[config.mk]
export PLATFORM = sky130hd
export DESIGN_NAME = pe_array_collector
export DESIGN_NICKNAME = d
export VERILOG_FILES = /design/src/rtl/pe_array_collector.sv
export SDC_FILE = /design/constraint.sdc
export NUM_CORES = 1
export LEC_CHECK = 0
export CORE_MARGIN = 2
export CORE_UTILIZATION = 40
export DETAILED_ROUTE_END_ITERATION = 12
export PLACE_DENSITY = 0.61
export SLEW_MARGIN = 10
export SYNTH_ARGS = -nofsm -noshare
export SYNTH_HDL_FRONTEND = slang
export SYNTH_HIERARCHICAL = 1
export SYNTH_SLANG_ARGS = --single-unit
[constraint.sdc]
create_clock -name clk -period 21.5 [get_ports clk]
set_input_delay 3.225 -clock clk [delete_from_list [all_inputs] [get_ports clk]]
set_output_delay 3.225 -clock clk [all_outputs]
set_load 0.02 [all_outputs]
[src/rtl/pe_array_collector.sv]
// De-skews the bottom-row column sums of the PE array into aligned vectors and queues them for the RK update stage.
// Vector valid BASE_LAT+N cycles after launch; consumer backpressure is absorbed by launch credits, never by stalling.
module sync_fifo #(
  parameter int W     = 8,
  parameter int DEPTH = 2,
  localparam int CW   = $clog2(DEPTH + 1),
  localparam int AW   = (DEPTH > 1) ? $clog2(DEPTH) : 1
) (
  input  logic          clk,
  input  logic          rst,
  input  logic          push,
  input  logic [W-1:0]  push_dat,
  input  logic          pop,
  output logic [W-1:0]  head_dat,
  output logic          head_vld,
  output logic [CW-1:0] occ
);
  logic [W-1:0]  entries [DEPTH];
  logic [CW-1:0] wr_cnt;
  logic [AW-1:0] wr_idx;

  // Entry 0 is always the head; a pop shifts everything down, so a concurrent
  // push lands one slot lower than it would without the pop.
  assign wr_cnt   = occ - CW'(pop);
  assign wr_idx   = AW'(wr_cnt);
  assign head_dat = entries[0];
  assign head_vld = (occ != '0);

  always_ff @(posedge clk) begin
    if (rst) begin
      for (int i = 0; i < DEPTH; i++) entries[i] <= '0;
      occ <= '0;
    end else begin
      if (pop) begin
        for (int i = 0; i < DEPTH - 1; i++) entries[i] <= entries[i+1];
      end
      if (push) entries[wr_idx] <= push_dat;
      occ <= occ + CW'(push) - CW'(pop);
    end
  end
endmodule

module pe_array_collector #(
  parameter int WIDTH      = 32,
  parameter int N          = 3,
  parameter int S          = 3,
  parameter int BASE_LAT   = 3,
  parameter int FIFO_DEPTH = 2,
  localparam int SUM_W     = 2 * WIDTH + $clog2(S)
) (
  input  logic               clk,
  input  logic               rst,
  input  logic               i_launch,
  output logic               o_launch_ready,
  input  logic [N*SUM_W-1:0] i_col_sum,
  output logic               o_valid,
  input  logic               i_ready,
  output logic [N*SUM_W-1:0] o_data,
  output logic               o_err
);
  localparam int PIPE_LEN = BASE_LAT + N - 1;
  localparam int CRED_W   = $clog2(PIPE_LEN + FIFO_DEPTH + 1);
  localparam int OCC_W    = $clog2(FIFO_DEPTH + 1);

  logic [PIPE_LEN-1:0] tok;
  logic                launch_ok;
  logic [CRED_W-1:0]   in_flight;
  logic [OCC_W-1:0]    occ;
  logic [N*SUM_W-1:0]  wr_dat;
  logic                pop;

  assign launch_ok = i_launch & o_launch_ready;
  assign pop       = o_valid & i_ready;

  always_comb begin
    in_flight = '0;
    for (int i = 0; i < PIPE_LEN; i++) in_flight = in_flight + CRED_W'(tok[i]);
  end

  // Every token in the pipe already owns a FIFO slot, so a push can never find the FIFO full.
  assign o_launch_ready = (in_flight + CRED_W'(occ)) < CRED_W'(FIFO_DEPTH);

  always_ff @(posedge clk) begin
    if (rst) tok <= '0;
    else     tok <= (tok << 1) | PIPE_LEN'(launch_ok);
  end

  always_ff @(posedge clk) begin
    if (rst)                               o_err <= 1'b0;
    else if (i_launch && !o_launch_ready)  o_err <= 1'b1;
  end

  // Column j arrives j cycles after column 0, so it needs N-1-j stages to line up with column N-1.
  for (genvar j = 0; j < N; j++) begin : g_col
    if (j == N - 1) begin : g_last
      assign wr_dat[j*SUM_W +: SUM_W] = i_col_sum[j*SUM_W +: SUM_W];
    end else begin : g_dly
      localparam int D = N - 1 - j;
      logic [SUM_W-1:0] dly [D];
      always_ff @(posedge clk) begin
        if (rst) begin
          for (int k = 0; k < D; k++) dly[k] <= '0;
        end else begin
          dly[0] <= i_col_sum[j*SUM_W +: SUM_W];
          for (int k = 1; k < D; k++) dly[k] <= dly[k-1];
        end
      end
      assign wr_dat[j*SUM_W +: SUM_W] = dly[D-1];
    end
  end

  sync_fifo #(
    .W     (N * SUM_W),
    .DEPTH (FIFO_DEPTH)
  ) u_fifo (
    .clk      (clk),
    .rst      (rst),
    .push     (tok[PIPE_LEN-1]),
    .push_dat (wr_dat),
    .pop      (pop),
    .head_dat (o_data),
    .head_vld (o_valid),
    .occ      (occ)
  );
endmodule
---- Yosys cells after proc, flatten, opt, wreduce, memory -nomap -nowiden ----
Memories as Yosys holds them, arrays and structs flattened.
Cells that the tools add are included.
storage, ports and cells
  bits in writable memories ............... 594
  logic and storage cells ................. 43
  register bits ........................... 8
  memories ................................ 3
operators by class
  add/sub/neg operators ................... 8
  magnitude comparators ................... 1
  bitwise operators ....................... 6
  mux-type cells .......................... 17
  reductions and logical operators ........ 5
memory list
  memory              depth  width  read ports  clocked after memory_dff  wr ports  line  text
  u_fifo.entries      2      198    2           0                         2         18    logic [W-1:0] entries [DEPTH];
  g_col[0].g_dly.dly  2      66     2           0                         2         99    logic [SUM_W-1:0] dly [D];
  g_col[1].g_dly.dly  1      66     1           0                         1         99
operators by type and width
  cell                  count
  $mux W198             2
  $mux W66              3
  $reduce_or A198 Y1    1
  $reduce_or A66 Y1     1
  $mux W1               12
  $add A3 B1 Y3         2
  $or A5 B1 Y5          1
  $add A2 B1 Y3         1
  $add A3 B2 Y3         1
  $lt A3 B2 Y1 const B  1
  $or A1 B1 Y1          3
  $add A1 B1 Y2         1
  $add A2 B1 Y2         1
  $and A1 B1 Y1         2
  $reduce_bool A2 Y1    1
  $sub A2 B1 Y2         1
  $logic_and A1 B1 Y1   1
  $logic_not A1 Y1      1
  $sub A1 B1 Y1         1

---- Longest topological paths before layout ----
Gate-level depths: netlist of the first run.
  depth after elaboration ................. 8
  mapped depth ............................ 8
  depth with buffers taken out ............ 7

---- By module ----
Netlist of the first run, hierarchy kept.
modules (own cells, without submodules)
  module              area each (um^2)  cells an instance  times used
  sync_fifo           17402.9           1361               1
  pe_array_collector  5594.1            444                1

---- Worst setup path before layout of the first run ----
No wires, ideal clock.
  path type ............................... register to register
  from .................................... register tok[4]
  to ...................................... memory u_fifo/entries[0][0] (netlist bit) (enable)
  required time ........................... 20.470 ns
  slack ................................... 6.224 ns
  period minus slack after synthesis ...... 15.276 ns
  cell stages (with the launch flop) ...... 3
  arrival time ............................ 14.246 ns
  setup time .............................. 1.030 ns
  cell sequence ........................... dfxtp_1 inv_1 o21ai_0
RTL lines
  item                    line  text
  from (decl)             65    logic [PIPE_LEN-1:0] tok;
  from (signal assigned)  85    else tok <= (tok << 1) | PIPE_LEN'(launch_ok);
  to (decl)               18

---- Worst setup path in the final report of the first run ----
  from .................................... register tok[4]
  to ...................................... output o_launch_ready
between the ends
  longest elaborated chain between the ends .. 3
RTL lines
  item           line  text
  $add A3 B1 Y3  77    for (int i = 0; i < PIPE_LEN; i++) in_flight = in_flight + CRED_W'(tok[i]);
  $add A3 B2 Y3  81    assign o_launch_ready = (in_flight + CRED_W'(occ)) < CRED_W'(FIFO_DEPTH);
  $lt A3 B2 Y1   81
  to (decl)      54    output logic o_launch_ready,
Every way passes these cells.

==> impl_metrics.env, run 1 <==
export IMPL_fin_crit_ns=6.899
export IMPL_clkLatencyLatePin_ns=0.61
export IMPL_grt_usage_pct=19.60
export IMPL_hold_start="g_col[0].g_dly.dly[0][53]$_SDFF_PP0_"
export IMPL_drive_gt1_share_pct=5.858
export IMPL_area_growth_pct=28.81
export IMPL_cpMostUsedCell="fa_1"
export IMPL_antenna_found_initial=15
export IMPL_dp_hpwl_um=34350
export IMPL_pwr_share_clk_pct=34.9
export IMPL_clk_pin_slew_ns=0.06
export IMPL_gp_congestion=0.7740
export IMPL_core_sq_um=56600
export IMPL_fin_cells=2930
export IMPL_slew_headroom_pct=22.07
export IMPL_synth_area_sq_um=23000
export IMPL_final_common_cell="clkdlybuf4s50_1"
export IMPL_drc_errors=0
export IMPL_place_inst=2808
export IMPL_critPathMaxFanout=57
export IMPL_ys_ff_latch=602
export IMPL_p_int_w=0.002256
export IMPL_startpoint="tok[4]$_SDFF_PP0_"
export IMPL_mostFrequentLayoutCells="clkdlybuf4s50_1, edfxtp_1, dfxtp_1"
export IMPL_cp_num_buf_inv=2
export IMPL_fin_skew_ns=0.01197
export IMPL_fp_dieH_um=243.8
export IMPL_cp_start_kind="flop"
export IMPL_power_switching_w=0.0009065
export IMPL_nNetsFinal=2324
export IMPL_ios=403
export IMPL_grt_pass1_wl_um=90800
export IMPL_fin_hold_ws_ns=0.4327
export IMPL_vdd_drop_max_v=0.00008436
export IMPL_cts_tree="built"
export IMPL_via_per_inst=5.261
export IMPL_drtIter0Drc=1330
export IMPL_worst_slew_pin_slew_ns=1.169
export IMPL_ys_top_cells_by_area="edfxtp_1, dfxtp_1, o211ai_1"
export IMPL_cts_max_path_buffers=3
export IMPL_die_x_um=243.8
export IMPL_port_buffers=402
export IMPL_ant_nets=0
export IMPL_row_count=87
export IMPL_pwr_share_seq_pct=45.0
export IMPL_yosys_warnings=6
export IMPL_path_class="flop to output port"
export IMPL_fmax_mhz=145.0
export IMPL_layout_setup_ws_ns=14.60
export IMPL_p_leak_nw=10.08
export IMPL_crit_family="adder cells"
export IMPL_syn_nets=2013
export IMPL_cts_resized=0
export IMPL_vias=15410
export IMPL_worst_ep_required_time_ns=18.27
export IMPL_grt_pass1_vias=15110
export IMPL_dp_slack_ns=14.06
export IMPL_final_core_util_pct=52.33
export IMPL_hold_class="flop to flop"
export IMPL_post_cts_setup_buffers=0
export IMPL_arrival_ns=3.67
export IMPL_yosysTopAreaCell="edfxtp_1"
export IMPL_finalSetupViolations=0
export IMPL_htreeDepth=2
export IMPL_pwr_share_comb_pct=20.1
export IMPL_p_per_area_nw_per_um2=106.8
export IMPL_initial_core_util_pct=40.63
export IMPL_firstDrtPassIters=5
export IMPL_fin_crit_sh_pct=32.09
export IMPL_root_buffer="clkbuf_16"
export IMPL_critical_path_max_stage_delay_ns=0.85
export IMPL_slowest_stage="dfxtp_4"
export IMPL_status="finished clean"
export IMPL_synth_top_cell_area_share_pct=51.71
export IMPL_grt_max_degree=193
export IMPL_grt_overflow=0
export IMPL_wire_per_inst_um=20.62
export IMPL_synthCells=1805
export IMPL_crit_chain="inv_1 -> fa_1 -> nand2b_1 -> fa_1 -> xor2_1 -> and2_1 -> clkdlybuf4s50_1"
export IMPL_cap_viol_max_count=0
export IMPL_ys_seq_area_share_pct=69.64
export IMPL_r2r_start="tok[4]$_SDFF_PP0_"
export IMPL_tns_ns=0
export IMPL_ys_types=24
export IMPL_cts_buffers=61
export IMPL_synth_avg_cell_area_sq_um=12.74
export IMPL_swShare_pct=28.66
export IMPL_rsz0062_at_grt="no"
export IMPL_hold_viol=0
export IMPL_cts_sinks=602
export IMPL_end_kind="output port"
export IMPL_drt_total_wl_um=60410
export IMPL_slew_viol_final=0
export IMPL_die_area_sq_um=59430
export IMPL_holdBufCountCts=0
## registers in the layout, indices dropped and copies added (netlist names)
signal / flops
o_err: 1
u_fifo/entries: 396
tok: 5
u_fifo/occ: 2
g_col.g_dly.dly: 198
## stage by stage
step                      cell area (sq um)  power [W]
after detailed placement              27460   0.002085
after floorplan                       23000   0.001809
after global placement                27460   0.002083
final                                 29620   0.003162
after CTS                             29580   0.003197
after global routing                  29620   0.003284
## per-layer routing
metal	vias to the layer above	wire, um	track usage, %
li1	7155	-	-
met1	7519	26200	26.95
met2	596	27720	30.05
met3	124	4467	4.439
met4	20	1906	7.909
met5	-	119	0
## synthesized netlist by cell type (all sizes together)
| master | n |
|---|---|
| a21o | 1 |
| a21oi | 198 |
| a311oi | 1 |
| and2 | 201 |
| and4b | 1 |
| buf | 56 |
| clkbuf | 119 |
| dfxtp | 206 |
| edfxtp | 396 |
| fa | 3 |
| ha | 3 |
| inv | 7 |
| nand2b | 1 |
| nor2 | 4 |
| nor2b | 205 |
| nor3b | 1 |
| o211ai | 198 |
| o21ai | 199 |
| or2 | 1 |
| xnor2 | 1 |
| xor2 | 3 |
## cells by family after synthesis
family                   count (synthesis)  synth area share (%)
AO/OA/AOI/OAI                          597                 15.17
XOR/XNOR                                 4                0.1524
adder cells (fa/ha/maj)                  6                0.4244
buffers and inverters                  182                 3.319
flip-flops                             602                 69.64
AND/OR/NAND/NOR                        414                 11.29
## final timing paths
| check | to | slack, ns | depth (start not counted) |
|---|---|---|---|
| worst max-delay path | o_launch_ready | 14.60 | 7 |
| worst min-delay path | g_col[0].g_dly.dly[0][119]$_SDFF_PP0_ | 0.43 | 1 |
| worst max register to register | u_fifo/entries[0][123]$_DFFE_PP_ | 17.10 | 5 |
| worst min register to register | g_col[0].g_dly.dly[0][119]$_SDFF_PP0_ | 0.43 | 1 |
## power by group through the flow
stage | sequential [W] | clock, W | combinational [W]
after floorplan | 0.00157 | 0 | 0.000239
after global placement | 0.00145 | 0 | 0.000635
after detailed placement | 0.00145 | 0 | 0.000637
after CTS | 0.00143 | 0.00113 | 0.000640
after global routing | 0.00143 | 0.00117 | 0.000678
final | 0.00142 | 0.00110 | 0.000637
## cell type report
class	count	area [sq um]
Fill cell	4872	26980
Sequential cell	602	16020
Multi-Input combinational cell	1021	6262
Timing Repair Buffer	423	4232
Clock buffer	91	1836
Tap cell	756	945.9
Clock inverter	24	287.8
Inverter	7	26.28
Antenna cell	6	15.01
(Power assumes the default switching activity.)
==> inputs of run 2 (changes only) <==
Settings changed: PLACE_DENSITY 0.61 to 0.64.
Clock period 21.5 ns to 6.1 ns, I/O delays scaled along.
==> run 2 against run 1 <==
Against the previous run: critical path type is now flop to flop; final cell count fell by 0.14%; sequential cell count did not move; largest cell class unchanged; final area is 0.21% lower; sequential power increased to 3.5 times the previous value; setup slack got worse by 13 ns.
==> impl_metrics.env, run 2 (same netlist as run 1, synthesis figures left out) <==
export IMPL_antenna_found_initial=6
export IMPL_holdBufCountCts=0
export IMPL_crit_family="buffers and inverters"
export IMPL_slowest_stage="buf_4"
export IMPL_cts_sinks=602
export IMPL_slew_headroom_pct=18.77
export IMPL_vias=15180
export IMPL_fin_crit_sh_pct=73.12
export IMPL_grt_pass1_wl_um=86550
export IMPL_cp_num_buf_inv=4
export IMPL_reg_top3="u_fifo/entries x396, g_col.g_dly.dly x198, tok x5"
export IMPL_via_per_inst=5.189
export IMPL_ios=403
export IMPL_pwr_share_comb_pct=20.1
export IMPL_rsz0062_at_grt="no"
export IMPL_finalSetupViolations=0
export IMPL_pwr_share_clk_pct=34.4
export IMPL_dp_slack_ns=1.677
export IMPL_p_per_area_nw_per_um2=371.7
export IMPL_layout_setup_ws_ns=1.640
export IMPL_drtIter0Drc=1246
export IMPL_critical_path_max_stage_delay_ns=0.94
export IMPL_hold_class="flop to flop"
export IMPL_power_switching_w=0.003168
export IMPL_port_buffers=402
export IMPL_end_kind="flop"
export IMPL_mostFrequentLayoutCells="clkdlybuf4s50_1, edfxtp_1, dfxtp_1"
export IMPL_fin_crit_ns=4.460
export IMPL_cap_viol_max_count=0
export IMPL_top_register="u_fifo/entries"
export IMPL_status="finished clean"
export IMPL_nNetsFinal=2324
export IMPL_row_count=87
export IMPL_drt_total_wl_um=56590
export IMPL_hold_viol=0
export IMPL_clkLatencyLatePin_ns=0.64
export IMPL_wire_per_inst_um=19.34
export IMPL_area_growth_pct=28.55
export IMPL_drc_errors=0
export IMPL_fp_dieH_um=243.8
export IMPL_die_area_sq_um=59430
export IMPL_grt_pass1_vias=14920
export IMPL_cts_buffers=61
export IMPL_die_x_um=243.8
export IMPL_critPathMaxFanout=131
export IMPL_grt_usage_pct=18.35
export IMPL_worst_ep_required_time_ns=6.58
export IMPL_htreeDepth=2
export IMPL_core_sq_um=56600
export IMPL_path_class="flop to flop"
export IMPL_gp_congestion=0.7741
export IMPL_clk_pin_slew_ns=0.06
export IMPL_cp_start_kind="flop"
export IMPL_cts_tree="built"
export IMPL_grt_overflow=0
export IMPL_fin_skew_ns=0.02401
export IMPL_firstDrtPassIters=5
export IMPL_grt_max_degree=163
export IMPL_post_cts_setup_buffers=0
export IMPL_crit_chain="buf_4 -> buf_4 -> inv_1 -> nor3b_4 -> buf_4 -> and2_1"
export IMPL_tns_ns=0
export IMPL_vdd_drop_max_v=0.0002618
export IMPL_drive_gt1_share_pct=6.086
export IMPL_slew_viol_final=0
export IMPL_p_leak_nw=10.06
export IMPL_dp_hpwl_um=32770
export IMPL_p_int_w=0.007819
export IMPL_fin_cells=2926
export IMPL_cts_resized=0
export IMPL_cpMostUsedCell="buf_4"
export IMPL_swShare_pct=28.83
export IMPL_final_common_cell="clkdlybuf4s50_1"
export IMPL_initial_core_util_pct=40.63
export IMPL_largest_reg_flops=396
export IMPL_pwr_share_seq_pct=45.5
export IMPL_ant_nets=0
export IMPL_place_inst=2809
export IMPL_fmax_mhz=224.2
export IMPL_root_buffer="clkbuf_16"
export IMPL_arrival_ns=4.94
export IMPL_worst_slew_pin_slew_ns=1.218
export IMPL_cts_max_path_buffers=3
-- run 2: layout make-up --
class	count	area [sq um]
Fill cell	4879	27040
Inverter	7	26.28
Multi-Input combinational cell	1021	6262
Clock inverter	30	297.8
Timing Repair Buffer	423	4237
Tap cell	756	945.9
Antenna cell	1	2.502
Clock buffer	86	1772
Sequential cell	602	16020
-- run 2: final timing paths --
| check | from | endpoint | slack (ns) | depth (start not counted) |
|---|---|---|---|---|
| worst max register to register | tok[4]$_SDFF_PP0_ | u_fifo/entries[1][105]$_SDFFCE_PN0P_ | 1.64 | 6 |
| worst min register to register | g_col[0].g_dly.dly[0][15]$_SDFF_PP0_ | g_col[0].g_dly.dly[0][81]$_SDFF_PP0_ | 0.43 | 1 |
| worst max-delay path | tok[4]$_SDFF_PP0_ | u_fifo/entries[1][105]$_SDFFCE_PN0P_ | 1.64 | 6 |
| worst min-delay path | g_col[0].g_dly.dly[0][15]$_SDFF_PP0_ | g_col[0].g_dly.dly[0][81]$_SDFF_PP0_ | 0.43 | 1 |
-- run 2: power by group through the flow --
stage	sequential (W)	clock, W	combinational [W]
2_1_floorplan	0.00543	0	0.000843
3_3_place_gp	0.00508	0	0.00220
3_5_place_dp	0.00509	0	0.00221
4_1_cts	0.00501	0.00386	0.00222
5_1_grt	0.00504	0.00402	0.00236
6_report	0.00500	0.00378	0.00221
-- run 2: per-stage QoR --
stage               area (sq um)  hold slack (ns)  power, W  utilization, %
global placement           27490           0.4231  0.007284           48.57
global route               29560           0.4512   0.01142           52.23
floorplan                  23000           0.4138  0.006277               -
CTS                        29560           0.4341   0.01109           52.22
detailed placement         27490           0.4220  0.007295           48.57
finish                     29560           0.4325   0.01099           52.23
-- run 2: worst register-to-register path, delay by kind of cell (launching register included) --
kind          cells  cell delay, ns
buf+inv           4            3.07
flops             1            0.68
simple gates      2            0.59
-- run 2: layer usage --
metal | up-vias | routed length [um] | global-route usage, %
li1 | 7154 | - | -
met1 | 7361 | 24750 | 25.71
met2 | 564 | 25920 | 27.99
met3 | 93 | 4301 | 4.494
met4 | 10 | 1552 | 5.954
met5 | - | 65 | 0
